## src/rtl/sv_seq_pkg.sv

```systemverilog
// Shared types and default sizes for the select/validate pulse sequencer.
package sv_seq_pkg;

  typedef enum logic [2:0] {
    IDLE     = 3'd0,
    SELECT   = 3'd1,
    GAP      = 3'd2,
    VALIDATE = 3'd3,
    WAIT_ACK = 3'd4,
    DONE     = 3'd5
  } seq_state_t;

  localparam int DEF_NUM_CH = 4;
  localparam int DEF_ITER_W = 8;
  localparam int DEF_GAP_W  = 8;
  localparam int DEF_TMO_W  = 16;

endpackage

```

## src/rtl/seq_down_counter.sv

```systemverilog
// Loadable down counter that saturates at zero and flags when it is there.
module seq_down_counter #(
  parameter int W = 8
) (
  input  logic         clk,
  input  logic         rst_n,
  input  logic         load,
  input  logic [W-1:0] load_val,
  input  logic         en,
  output logic         zero
);

  logic [W-1:0] count;

  // Load wins over decrement so a reload in the same cycle always takes effect.
  always_ff @(posedge clk) begin
    if (!rst_n) begin
      count <= '0;
    end else if (load) begin
      count <= load_val;
    end else if (en && (count != '0)) begin
      count <= count - W'(1);
    end
  end

  assign zero = (count == '0);

endmodule

```

## src/rtl/select_validate_sequencer.sv

```systemverilog
// Per-iteration select / gap / validate / ack-wait sequencer with sticky per-channel
// timeout flags; all outputs are flopped one cycle behind the state that produces them.
module select_validate_sequencer
  import sv_seq_pkg::*;
#(
  parameter int NUM_CH = DEF_NUM_CH,
  parameter int ITER_W = DEF_ITER_W,
  parameter int GAP_W  = DEF_GAP_W,
  parameter int TMO_W  = DEF_TMO_W
) (
  input  logic              clk,
  input  logic              rst_n,
  input  logic              start,
  input  logic [NUM_CH-1:0] ch_en,
  input  logic [ITER_W-1:0] num_iter,
  input  logic [GAP_W-1:0]  gap_cycles,
  input  logic [TMO_W-1:0]  tmo_cycles,
  input  logic [NUM_CH-1:0] val_done,
  output logic [NUM_CH-1:0] select_test,
  output logic [NUM_CH-1:0] validate,
  output logic [ITER_W-1:0] iter_idx,
  output logic              busy,
  output logic              run_done,
  output logic [NUM_CH-1:0] timeout_err
);

  seq_state_t        state, state_nxt;
  logic [NUM_CH-1:0] ch_en_q;
  logic [ITER_W-1:0] num_iter_q;
  logic [GAP_W-1:0]  gap_q;
  logic [TMO_W-1:0]  tmo_q;
  logic [NUM_CH-1:0] ack_q;
  logic              first_wait;
  logic              gap_zero, tmo_zero;
  logic [NUM_CH-1:0] ack_now;
  logic              all_acked, tmo_hit, last_iter, wait_exit;

  // The first WAIT_ACK cycle coincides with the validate pulse, so acks then are ignored.
  assign ack_now   = ack_q | (val_done & ch_en_q & {NUM_CH{~first_wait}});
  assign all_acked = ((ack_now & ch_en_q) == ch_en_q);
  assign tmo_hit   = (tmo_q != '0) && tmo_zero;
  assign last_iter = (iter_idx == (num_iter_q - ITER_W'(1)));
  assign wait_exit = all_acked || tmo_hit;

  seq_down_counter #(.W(GAP_W)) u_gap_cnt (
    .clk      (clk),
    .rst_n    (rst_n),
    .load     (state == SELECT),
    .load_val (gap_q - GAP_W'(1)),
    .en       (state == GAP),
    .zero     (gap_zero)
  );

  seq_down_counter #(.W(TMO_W)) u_tmo_cnt (
    .clk      (clk),
    .rst_n    (rst_n),
    .load     (state == VALIDATE),
    .load_val (tmo_q - TMO_W'(1)),
    .en       (state == WAIT_ACK),
    .zero     (tmo_zero)
  );

  always_comb begin
    state_nxt = state;
    case (state)
      IDLE:     if (start) state_nxt = ((num_iter == '0) || (ch_en == '0)) ? DONE : SELECT;
      SELECT:   state_nxt = (gap_q == '0) ? VALIDATE : GAP;
      GAP:      if (gap_zero) state_nxt = VALIDATE;
      VALIDATE: state_nxt = WAIT_ACK;
      WAIT_ACK: if (wait_exit) state_nxt = last_iter ? DONE : SELECT;
      DONE:     state_nxt = IDLE;
      default:  state_nxt = IDLE;
    endcase
  end

  // busy follows the next state so it drops in the same cycle run_done pulses.
  always_ff @(posedge clk) begin
    if (!rst_n) begin
      state       <= IDLE;
      ch_en_q     <= '0;
      num_iter_q  <= '0;
      gap_q       <= '0;
      tmo_q       <= '0;
      ack_q       <= '0;
      first_wait  <= 1'b0;
      select_test <= '0;
      validate    <= '0;
      iter_idx    <= '0;
      busy        <= 1'b0;
      run_done    <= 1'b0;
      timeout_err <= '0;
    end else begin
      state       <= state_nxt;
      select_test <= (state == SELECT) ? ch_en_q : '0;
      validate    <= (state == VALIDATE) ? ch_en_q : '0;
      run_done    <= (state == DONE);
      busy        <= (state_nxt != IDLE);
      first_wait  <= (state == VALIDATE);
      case (state)
        IDLE: begin
          if (start) begin
            ch_en_q     <= ch_en;
            num_iter_q  <= num_iter;
            gap_q       <= gap_cycles;
            tmo_q       <= tmo_cycles;
            ack_q       <= '0;
            iter_idx    <= '0;
            timeout_err <= '0;
          end
        end
        VALIDATE: ack_q <= '0;
        WAIT_ACK: begin
          ack_q <= ack_now;
          if (wait_exit) begin
            if (!all_acked) timeout_err <= timeout_err | (ch_en_q & ~ack_now);
            if (!last_iter) iter_idx <= iter_idx + ITER_W'(1);
          end
        end
        default: ;
      endcase
    end
  end

endmodule

```

## config.mk

```make
export PLATFORM = sky130hd
export DESIGN_NAME = select_validate_sequencer
export DESIGN_NICKNAME = d
export VERILOG_FILES = /design/src/rtl/sv_seq_pkg.sv /design/src/rtl/seq_down_counter.sv /design/src/rtl/select_validate_sequencer.sv
export SDC_FILE = /design/constraint.sdc
export NUM_CORES = 1
export LEC_CHECK = 0
export BUFFER_PORTS_ARGS = -buffer_cell sky130_fd_sc_hd__clkbuf_2
export CORE_ASPECT_RATIO = 0.6
export CORE_MARGIN = 10
export CORE_UTILIZATION = 32
export CTS_CLUSTER_DIAMETER = 120
export DETAILED_ROUTE_END_ITERATION = 10
export GPL_ROUTABILITY_DRIVEN = 1
export GPL_TIMING_DRIVEN = 0
export PLACE_DENSITY = 0.49
export SYNTH_ARGS = -nofsm -noshare
export SYNTH_HDL_FRONTEND = slang
export SYNTH_HIERARCHICAL = 1
export SYNTH_SLANG_ARGS = --single-unit
export TNS_END_PERCENT = 20
```

## constraint.sdc

```tcl
create_clock -name clk -period 3.19 [get_ports clk]
set_input_delay 0.638 -clock clk [delete_from_list [all_inputs] [get_ports clk]]
set_output_delay 0.638 -clock clk [all_outputs]
set_load 0.05 [all_outputs]
```

==> key figures <==
Clocking
  – CTS Sinks: 90
  – Total CTS buffers: 9
  – CTS tree: yes
  – Clk slew on worst S/H paths: 0.07 ns
  – Clock Tree Buf Depth: 2
  – Clk Latency, worst-skew pair: 0.35 ns
  – CTS Hold Buffers Added: 0
  – H-tree levels: 3
  – Clock Tree Root: clkbuf_16

Floorplan
  – Die W: 177 um
  – Rows: 34
  – Core area: 14500 um2
  – Die ar.: 20300 um2
  – Starting Density: 32.7%
  – Die H: 114 um
  – # IOs: 65

Timing
  – Worst Tran Pin Value: 1.16 ns
  – Clock Skew: 0.0111 ns
  – Period utilization: 89.6%
  – Slew headroom: 22.7%
  – Final Critical Period: 2.86 ns
  – Final setup fails: 0
  – Max frequency: 350 MHz
  – Final Hold Vio Count: 0
  – RSZ-0062 raised after global routing: false
  – Fin Setup TNS: 0 ns
  – Fin. max-slew vios: 0
  – Setup WS post-layout: 0.331 ns

Hold path
  – Worst min-delay path startpoint: gap_q[0]
  – HP Class: flop to flop

Yosys
  – Cell taking the most area after synthesis: dfxtp_1
  – Post-Syn Instances: 569
  – Synth area leaders: dfxtp_1 (38%), nand2_1 (7.4%), a21boi_0 (5.7%)
  – Synth Area per Inst: 8.34 um2
  – Synth Flop Type: dfxtp_1
  – Synth Register Bits: 90
  – Synth Cell Area: 4750 um2
  – YS warnings: 6
  – Asr flop ratio synth: 0%
  – Synth top area share: 38.0%
  – Number of flops mapped to enable cells by yosys: 0
  – Unique masters post-synth: 65
  – Seq/Total Area, Yosys: 38.0%
  – Syn Nets: 620

Layout
  – Share of cells above drive strength 1: 16.9%
  – Final layout net count: 698
  – Area delta synth->final: 19.3%
  – Commonest non-fill, non-tap cell in the layout: nand2_1
  – Post-Layout Inst Area: 5660 um2
  – ANT cells: 0
  – Most frequent cells in the layout: nand2_1 (94), dfxtp_1 (90), clkbuf_2 (64)

Place
  – I/O Buffers: 64
  – DP Area: 5310 um2
  – Dpl hpwl: 11.2 mm
  – Placer Congestion: 0.795
  – Setup slack at placement: 0.173 ns

Power
  – Leak pwr: 2.21 nW
  – Max IR drop VDD: 0.272 mV
  – Total power: 4.46 mW
  – Power density over the cells: 788 nW/um2

Worst setup path
  – CP max FO: 10
  – CP Buf/Inv Count: 1
  – Critical-path cell with the highest stage delay: or4_1
  – Crit Path Class: flop to flop
  – Worst Path Required: 3.42 ns
  – Delay-heaviest family, CP: simple AND/OR/NAND/NOR gates
  – Crit path DAT: 3.09 ns
  – Reg-to-Reg Start: tmo_q[8]
  – CP Cell Sequence: or4_1 -> nor4_2 -> a31oi_1 -> o21ai_1 -> buf_2 -> or3_2 -> a21oi_1
  – CP endpoint kind: flop
  – Crit path launch type: flop
  – Worst Setup SP: tmo_q[8]
  – CP max stage delay: 0.62 ns

Drt
  – DR iter-0 viols: 293
  – Drc violations: 0
  – Via density: 5.28
  – Vias after detailed routing: 4489
  – DRT Pass-1 Iters: 5
  – Post-route ant nets: 0
  – WL final: 14.5 mm
  – DR WL/cell: 17.1 um

Global routing
  – Vias in the first global route: 4265
  – Gr usage total: 14.4%
  – GR Overflow Total: 0
  – Initial antenna violation count: 0
  – Global-route wire length before repair: 23.2 mm
  – Largest net degree at the start of global routing: 16

Status
  – Outcome: complete, no violations

Job
  – Max Cap Viol: 0
## sequential cells by signal, summed over array words and instances (netlist names)
register / flops
tmo_q: 16
validate: 4
gap_q: 8
first_wait: 1
ack_q: 4
ch_en_q: 4
num_iter_q: 8
select_test: 4
state: 3
run_done: 1
busy: 1
timeout_err: 4
u_tmo_cnt/count: 16
iter_idx: 8
u_gap_cnt/count: 8
## final cells by class
| cell class | instances | area, um2 |
|---|---|---|
| Sequential cell | 90 | 1800 |
| Timing Repair Buffer | 67 | 343 |
| Buffer | 26 | 109 |
| Fill cell | 1499 | 8850 |
| Clock inverter | 7 | 92.6 |
| Clock buffer | 9 | 225 |
| Multi-Input combinational cell | 432 | 2760 |
| Inverter | 21 | 78.8 |
| Tap cell | 198 | 248 |
## where the power goes
group	leakage (nW)	switching, mW	internal (mW)
registers	0.733	0.216	1.30
clock network	0.160	0.472	0.687
logic	1.32	1.11	0.676
total	2.21	1.80	2.66
## synth_stat cells, types with 11 or more instances
| library cell | number |
|---|---|
| a31oi_1 | 11 |
| o21ai_0 | 22 |
| nor3_1 | 14 |
| a21boi_0 | 36 |
| nand3_1 | 11 |
| nor3b_1 | 12 |
| a21oi_1 | 19 |
| nand2_1 | 94 |
| xnor2_1 | 16 |
| inv_1 | 20 |
| xor2_1 | 17 |
| dfxtp_1 | 90 |
| clkbuf_1 | 21 |
| nor2b_1 | 12 |
| nor2_1 | 31 |
## timing repair
action,in CTS,in global routing
endpoints found under the setup margin,0,6
gates resized for setup,0,1
setup buffers,0,3
## tightest hold or removal path, cell delays in order (launching register included)
cell and delay (ns):
dfxtp_1 0.32, nand2_1 0.05, a21boi_0 0.06
## worst paths after layout
| path | slack (ns) | end | cells after the start |
|---|---|---|---|
| hold / removal | 0.49 | gap_q[0] | 2 |
| setup / recovery | 0.33 | iter_idx[0] | 7 |
| setup reg to reg | 0.33 | iter_idx[0] | 7 |
| hold reg to reg | 0.49 | gap_q[0] | 2 |
## layer usage
metal / GRT usage, % / routed length [um]
met1: 21.9 / 7830
met2: 19.0 / 5490
met3: 4.28 / 1050
met4: 3.01 / 133
met5: 0 / 0
## per-stage QoR
step                      utilization (%)  std cells  hold WS (ns)
after global routing                 39.0        850         0.513
after detailed placement             36.6        831         0.465
after floorplan                         -        569         0.455
after CTS                            38.8        847         0.487
after global placement               36.6        831         0.466
final                                39.0        850         0.485
## kinds of logic after synthesis
group,count (synthesis),synth area share [%]
buf+inv,47,3.95
fa+ha+maj,8,2.11
compound gates,133,20.1
mux,2,0.422
xor+xnor,33,6.09
flops,90,38.0
simple gates,256,29.4
Note: power is estimated with default switching activity, not from simulation.
